===== src/rtl/seed_loader.sv =====
// seed_loader: accepts a ROWSxCOLS Game-of-Life seed one row per valid/ready beat,
// and commits it atomically to the seed bus. Define LFSR_SEED_EN to add the LFSR fill (GEN).
module seed_loader #(
  parameter int unsigned ROWS      = 32,
  parameter int unsigned COLS      = 32,
  parameter logic [31:0] LFSR_POLY = 32'h80200003,
  parameter logic [31:0] LFSR_INIT = 32'h00000001
) (
  input  logic                  clk,
  input  logic                  reset,
  input  logic                  load_req,
  input  logic                  load_abort,
  input  logic                  gen_random,
  input  logic                  row_valid,
  input  logic [COLS-1:0]       row_data,
  output logic                  row_ready,
  output logic [$clog2(ROWS):0] row_count,
  output logic [ROWS*COLS-1:0]  seed,
  output logic                  seed_done,
  output logic                  gol_start
);
  localparam int AW = $clog2(ROWS);
  localparam int CW = AW + 1;
  localparam logic [CW-1:0] LAST_ROW = CW'(ROWS - 1);

`ifdef LFSR_SEED_EN
  typedef enum logic [1:0] {S_IDLE, S_LOAD, S_COMMIT, S_GEN} state_t;
`else
  typedef enum logic [1:0] {S_IDLE, S_LOAD, S_COMMIT} state_t;
`endif

  state_t                    state_q, state_d;
  logic [CW-1:0]             cnt_q, cnt_d;
  logic [ROWS-1:0][COLS-1:0] shadow_q, shadow_d;
  logic [ROWS-1:0][COLS-1:0] seed_q, seed_d;
  logic                      valid_q, valid_d;
  logic                      done_q, done_d;
  logic                      start_q, start_d;
  logic                      wr_en, commit;
  logic [COLS-1:0]           wr_row;
  logic [AW-1:0]             wr_idx;

`ifdef LFSR_SEED_EN
  logic [31:0] lfsr_q, lfsr_d, lfsr_step;
  assign lfsr_step = lfsr_q[0] ? ((lfsr_q >> 1) ^ LFSR_POLY) : (lfsr_q >> 1);
`else
  logic unused_gen;
  assign unused_gen = gen_random ^ (^LFSR_POLY) ^ (^LFSR_INIT);
`endif

  // Ready depends only on FSM state and abort, never on row_valid.
  assign row_ready = (state_q == S_LOAD) & ~load_abort;
  assign wr_idx    = cnt_q[AW-1:0];

  always_comb begin
    state_d = state_q;
    cnt_d   = cnt_q;
    valid_d = valid_q;
    wr_en   = 1'b0;
    wr_row  = row_data;
    commit  = 1'b0;
`ifdef LFSR_SEED_EN
    lfsr_d  = lfsr_q;
`endif
    case (state_q)
      S_IDLE: begin
        if (load_req) begin
          state_d = S_LOAD;
          cnt_d   = '0;
        end
`ifdef LFSR_SEED_EN
        else if (gen_random) begin
          state_d = S_GEN;
          cnt_d   = '0;
        end
`endif
      end
      S_LOAD: begin
        if (load_abort) begin
          state_d = S_IDLE;
          cnt_d   = '0;
        end else if (row_valid) begin
          wr_en = 1'b1;
        end
      end
`ifdef LFSR_SEED_EN
      S_GEN: begin
        if (load_abort) begin
          state_d = S_IDLE;
          cnt_d   = '0;
        end else begin
          wr_en  = 1'b1;
          wr_row = lfsr_q[COLS-1:0];
          lfsr_d = lfsr_step;
        end
      end
`endif
      S_COMMIT: begin
        state_d = S_IDLE;
        cnt_d   = '0;
      end
      default: state_d = S_IDLE;
    endcase
    // Last row lands in the shadow and the seed in the same edge, so seed and
    // seed_done are visible in the COMMIT cycle.
    if (wr_en) begin
      cnt_d = cnt_q + CW'(1);
      if (cnt_q == LAST_ROW) begin
        state_d = S_COMMIT;
        commit  = 1'b1;
        valid_d = 1'b1;
      end
    end
  end

  for (genvar r = 0; r < ROWS; r++) begin : g_row
    assign shadow_d[r] = (wr_en && (wr_idx == AW'(r))) ? wr_row : shadow_q[r];
  end

  assign seed_d  = commit ? shadow_d : seed_q;
  assign done_d  = commit;
  assign start_d = (state_d == S_IDLE) & valid_d;

  always_ff @(posedge clk or negedge reset) begin
    if (!reset) begin
      state_q  <= S_IDLE;
      cnt_q    <= '0;
      shadow_q <= '0;
      seed_q   <= '0;
      valid_q  <= 1'b0;
      done_q   <= 1'b0;
      start_q  <= 1'b0;
`ifdef LFSR_SEED_EN
      lfsr_q   <= LFSR_INIT;
`endif
    end else begin
      state_q  <= state_d;
      cnt_q    <= cnt_d;
      shadow_q <= shadow_d;
      seed_q   <= seed_d;
      valid_q  <= valid_d;
      done_q   <= done_d;
      start_q  <= start_d;
`ifdef LFSR_SEED_EN
      lfsr_q   <= lfsr_d;
`endif
    end
  end

  assign row_count = cnt_q;
  assign seed      = seed_q;
  assign seed_done = done_q;
  assign gol_start = start_q;

endmodule


===== config.mk =====
export PLATFORM = sky130hd
export DESIGN_NAME = seed_loader
export DESIGN_NICKNAME = d
export VERILOG_FILES = /design/src/rtl/seed_loader.sv
export SDC_FILE = /design/constraint.sdc
export NUM_CORES = 2
export LEC_CHECK = 0
export BUFFER_PORTS_ARGS = -buffer_cell sky130_fd_sc_hd__buf_2
export CAP_MARGIN = 0
export CORE_AREA = 3 3 418 420
export CTS_CLUSTER_SIZE = 12
export DETAILED_ROUTE_END_ITERATION = 12
export DIE_AREA = 0 0 421 423
export PLACE_DENSITY = 0.63
export SETUP_SLACK_MARGIN = 0.15
export SYNTH_ARGS = -nofsm -noshare
export SYNTH_HDL_FRONTEND = slang
export SYNTH_SLANG_ARGS = --single-unit

===== constraint.sdc =====
create_clock -name clk -period 2.9 [get_ports clk]
set_input_delay 0.29 -clock clk [delete_from_list [all_inputs] [get_ports clk]]
set_output_delay 0.29 -clock clk [all_outputs]
set_load 0.01 [all_outputs]

* Word level (Yosys, flattened, before mapping) *
Index checks and enable logic that the tools add are counted.
Widths: inputs -> output; s select.

storage, ports and cells
  bits in registers = 2059
  input port bits = 38
  output and inout bits = 1033
  word-level logic and storage cells = 194

cells by class
  $add $sub $neg = 1
  eq/ne operators = 36
  mux-type cells = 48
  bitwise operators = 3
  reductions and logical operators = 37

operator list
  operator             count
  $mux 32              32
  $eq 5x5->1 const B   16
  $eq 5x4->1 const B   8
  $logic_and 1x1->1    32
  $eq 5x3->1 const B   4
  $mux 6               3
  $pmux 6 s3           1
  $eq 5x2->1 const B   2
  $mux 2               4
  $mux 1               7
  $add 6x1->6 const B  1
  $eq 6x5->1 const B   1
  $ne 3x3->1 const B   2
  $eq 5x1->1 const B   1
  $logic_not 5->1      1
  $logic_not 2->1      2
  $pmux 2 s2           1
  $reduce_bool 4->1    1
  $reduce_and 3->1     1
  $and 1x1->1          2
  $eq 2x1->1 const B   1
  $eq 2x2->1 const B   1
  $not 1->1            1

* Depth between registers and ports, before layout *
  depth after elaboration = 6
  mapped depth = 8
  depth with buffers taken out = 6

* Worst setup path after synthesis *
No wires, ideal clock.

  path type = register to register
  start point = reg cnt_q[4] (netlist: row_count[4])
  end point = reg seed_q (netlist bit seed[225])
  setup time = 127 ps
  arrival = 2338 ps
  data required time = 2773 ps
  setup slack = 434 ps
  cell stages (with the launch flop) = 8
  path buffers = 3
  period minus slack after synthesis = 2466 ps
  cells stage by stage = dfrtp_1 > buf_2 > or4b_4 > buf_6 > nor3_4 > buf_6 > mux2_4 > mux2_1

RTL lines
  item                    RTL line  source
  from (decl)             33        logic [CW-1:0] cnt_q, cnt_d;
  from (signal assigned)  138       cnt_q <= cnt_d;
  to (signal assigned)    129       seed_q <= '0;
  to (signal assigned)    140       seed_q <= seed_d;
  to (decl)               35        logic [ROWS-1:0][COLS-1:0] seed_q, seed_d;

==> out/summary.md <==
The flow ran to the end, and the final reports show no timing, DRC or antenna violations. The cell area after synthesis is 76900 sq um, and the parity-gate share of the synthesized area counting xor and xnor cells is 0. STA classifies the critical path endpoint as a register.

Once placement completed, the tool counted placed cells totaling 7769. Multiplexer share of the synthesized area: 0.301. The met2 layer wire length in the routed design was 114000 um. Routability-driven placement finished with a final weighted congestion of 0.808. When the netlist entered floorplanning its net count stood at 4557. The slowest stage of the critical path belongs to the cell sky130_fd_sc_hd__or4b_4. After synthesis, the largest family of logic cells by area is multiplexers.

The cell class contributing the biggest share of worst-path delay is simple AND/OR/NAND/NOR gates. The initial antenna violation count came out at 26. The logs give 0 for the number of maximum-capacitance violations and 197 ps for the worst hold-check slack. In this run the static leakage power is 50.5 nW. Across the routed clock network, the largest skew measured is 29.5 ps.

The critical path goes through or4b_4, nor3_4, buf_12, mux2_4, mux2_1. In this run, CTS created clock tree buffers numbering 210. For this block, wires on met1 add up to 92300 um. Summed over all layers, the global routing overflow is 0.

Across the VDD grid, the largest voltage drop is 0.000591 V. Final setup violation count: 0. In this run the count of I/O pins placed on the die edge is 1071. The type of the worst min-delay path was primary input to register. Following the worst setup path forward leads to its endpoint at seed[241]$_DFFE_PN0P_. TritonCTS built the clock tree. The most common cell after layout, fill and taps aside is sky130_fd_sc_hd__dfrtp_1.

The clock-pin slew of the registers on the worst-case setup and hold paths came out at 60 ps. The first-pass GRT wire length came out at 330000 um. The final count of hold timing violations was 0. The type of the worst setup path is register to register. The run gives 310 ps as the slack of the worst reg-to-reg path.

In the layout the commonest cells are 2059 x sky130_fd_sc_hd__dfrtp_1, 1856 x sky130_fd_sc_hd__mux2_2, 1068 x sky130_fd_sc_hd__buf_2. Of all nets on the critical path, the largest fanout is 11. The largest net degree at the start of global routing was 117; the detailed-routing iteration count for the pre-antenna-repair pass was 4. Uppermost signal routing layer after detailed routing: met4.

The power per cell area works out to 614 nW/um^2. The number of global-route vias before repair was 44800; the slew at the pin closest to its max-slew limit was 1300 ps. The clock passes through at most 3 buffers. The setup TNS was 0 ps.

Data on the critical path arrives at its endpoint at 3280 ps. The path length in cells of the critical path is 5, and the die area is 178000 sq um. Flip-flop and latch count after synthesis: 2059. The estimated wirelength of the detail-placed design was 153000 um. For the total global-route track usage, the log shows 0.257.

Compound-cell area share of the yosys netlist: 0.000976. The detailed router finished its first iteration with 2336 violations. The post-synthesis simple-gate area fraction is 0.00694. CTS saw 2059 sinks.

For this run, the slowest stage of the critical path takes 690 ps. The worst slew margin relative to its limit is 0.131, and the post-synthesis cell count is 4513. The final cycle utilization of the critical path is 0.893. Source of the critical timing path: state_q[1]$_DFF_PN0_. The effective utilization at floorplan is 0.449, and the average footprint of a synthesized cell is 17.0 sq um. Number of non-filler instances in the completed layout: 8143. The layout overhead on the synthesized area is 20.7%, and the fraction of final layout cells with drive strength greater than 1 is 0.595. The total core area is 171000 sq um, and the sequential share of the synthesized area is 0.670. The detailed router placed 43200 vias in this run. Once detail routing completed, the nets flagged for antenna violations numbered 0. Setup repair after global routing left no endpoint under its margin. Highest achievable clock rate: 386 MHz.

The root buffer cell is sky130_fd_sc_hd__clkbuf_16. For the count of final max-slew check failures, the log shows 0. The worst setup path is launched from a register. The logs give 4 for the deepest level of the CTS H-tree and 92900 sq um for the total non-filler cell area in the finished layout.

For this run, design rule violations remaining after detail routing come to 0. The insertion delay of the later-clocked pin in the worst-skew pair was 850 ps; the total power after layout was 57.0 mW. The tools report the total length of routed wires as 231000 um. At the end of the flow, the number of nets in the layout was 5724. In the final routed layout, each cell accounts on average for 28.4 um.

The run gives 3590 ps as the required time at the endpoint of the critical path. In this run the critical register-to-register path is captured at seed[241]$_DFFE_PN0P_. Source of the worst register-to-register timing path: state_q[1]$_DFF_PN0_. For the finished layout, the period the worst path requires is 2590 ps.

Row generation in the floorplan step produced 152 rows. The warning count from the yosys run is 0. Summing all placed instances gives a cell area of 86200 sq um.

The height of the die works out to 423 um. The number of library cell types mapped by synthesis was 35; the horizontal die dimension was 421 um. The number of cells on the worst reg-to-reg path is 5. Buffers placed on the I/O ports in this run total 1069. The buffers plus inverters on the worst setup path came out at 1. The area share of fa/ha/maj cells after synthesis was 0.000976.

The ratio of routed vias to standard cells was 5.30; the routed length on met3 was 12700 um.
[registers in the layout, summed over array words and instances, names as in the netlist]
| name | flops |
|---|---|
| row_count | 6 |
| state_q | 2 |
| seed_done | 1 |
| shadow_q | 1024 |
| seed | 1024 |
| gol_start | 1 |
| valid_q | 1 |
[through the flow]
step	utilization	setup WS, ps
after floorplan	-	434
after global routing	0.542	206
after CTS	0.542	274
after detailed placement	0.503	234
after global placement	0.503	242
final	0.542	311
[cell type report]
cell class | instances | area, sq um
clock inverter | 32 | 358
sequential | 2059 | 51500
fill | 14200 | 78500
inverter | 4 | 15.0
tap | 2310 | 2890
multi-input combinational | 2136 | 24000
timing repair buffer | 1269 | 7930
clock buffer | 327 | 6170
antenna | 6 | 15.0
[Yosys cell counts]
| cell type | number | area, sq um |
|---|---|---|
| sky130_fd_sc_hd__nand4bb_1 | 2 | 22.5 |
| sky130_fd_sc_hd__a22o_1 | 1 | 8.76 |
| sky130_fd_sc_hd__mux2_4 | 30 | 450 |
| sky130_fd_sc_hd__ha_1 | 6 | 75.1 |
| sky130_fd_sc_hd__nor2_1 | 6 | 22.5 |
| sky130_fd_sc_hd__a31oi_1 | 1 | 6.26 |
| sky130_fd_sc_hd__nand2b_1 | 4 | 25.0 |
| sky130_fd_sc_hd__nor4b_2 | 1 | 15.0 |
| sky130_fd_sc_hd__mux2_1 | 162 | 1820 |
| sky130_fd_sc_hd__nand4_1 | 9 | 56.3 |
| sky130_fd_sc_hd__nor3_1 | 3 | 15.0 |
| sky130_fd_sc_hd__nor3_2 | 1 | 10.0 |
| sky130_fd_sc_hd__inv_1 | 4 | 15.0 |
| sky130_fd_sc_hd__and3_1 | 1 | 6.26 |
| sky130_fd_sc_hd__and4bb_2 | 1 | 12.5 |
| sky130_fd_sc_hd__a21o_1 | 1 | 7.51 |
| sky130_fd_sc_hd__o21ai_0 | 7 | 35.0 |
| sky130_fd_sc_hd__or4b_1 | 2 | 20.0 |
| sky130_fd_sc_hd__nor3_4 | 10 | 163 |
| sky130_fd_sc_hd__nor2_2 | 12 | 75.1 |
| sky130_fd_sc_hd__or2_2 | 1 | 6.26 |
| sky130_fd_sc_hd__buf_6 | 7 | 78.8 |
| sky130_fd_sc_hd__clkbuf_1 | 145 | 544 |
| sky130_fd_sc_hd__nor2b_1 | 2 | 12.5 |
| sky130_fd_sc_hd__mux2_2 | 1856 | 20900 |
| sky130_fd_sc_hd__or3_1 | 1 | 6.26 |
| sky130_fd_sc_hd__dfrtp_1 | 2059 | 51500 |
| sky130_fd_sc_hd__buf_1 | 22 | 82.6 |
| sky130_fd_sc_hd__or4_1 | 2 | 15.0 |
| sky130_fd_sc_hd__or4b_4 | 1 | 13.8 |
| sky130_fd_sc_hd__buf_2 | 89 | 445 |
| sky130_fd_sc_hd__nand2_1 | 10 | 37.5 |
| sky130_fd_sc_hd__o21bai_1 | 1 | 7.51 |
| sky130_fd_sc_hd__buf_4 | 51 | 383 |
| sky130_fd_sc_hd__a21oi_1 | 2 | 10.0 |
[worst reg2reg max path, stage by stage, from the launching register on]
cell and delay (ps):
sky130_fd_sc_hd__dfrtp_1 450, sky130_fd_sc_hd__or4b_4 690, sky130_fd_sc_hd__nor3_4 420, sky130_fd_sc_hd__buf_12 230
sky130_fd_sc_hd__mux2_4 350, sky130_fd_sc_hd__mux2_1 310
[timing repair]
action | in CTS | in global routing
hold buffers | 7 | 0
buffers inserted | 0 | 1
endpoints found under the hold margin | 726 | 0
setup endpoints to repair | 0 | 3
resized for setup | 0 | 2
[power breakdown]
group          leakage [nW]  internal [mW]  switching (mW)  total (mW)
combinational          18.7          0.512            1.40        1.91
clock                  3.20           14.9            11.0        25.9
sequential             28.7           29.1          0.0970        29.2
total                  50.5           44.5            12.5        57.0
[cell families after synthesis]
family,after synthesis
DFF,2059
muxes,2048
buffers and inverters,318
and+or+nand+nor,69
AOI/OAI and AO/OA,13
adders and majority gates,6
[worst min path at each step]
stage | startpoint | endpoint | slack [ps] | cells after the start
2_1_floorplan | reset | gol_start$_DFF_PN0_ | -6 | 0
3_3_place_gp | reset | shadow_q[324]$_DFF_PN0_ | 270 | 1
3_5_place_dp | reset | seed[324]$_DFFE_PN0P_ | 260 | 1
4_1_cts | row_data[13] | shadow_q[237]$_DFF_PN0_ | 130 | 2
5_1_grt | row_data[13] | shadow_q[237]$_DFF_PN0_ | 160 | 2
6_report | row_data[13] | shadow_q[237]$_DFF_PN0_ | 200 | 2
[layer usage]
layer  global-route usage  vias up
li1                     -    18200
met1                0.315    23400
met2                0.432     1215
met3               0.0569      392
met4                0.121        0
met5                    0        -
No activity file was read; power rests on OpenSTA's default activity.
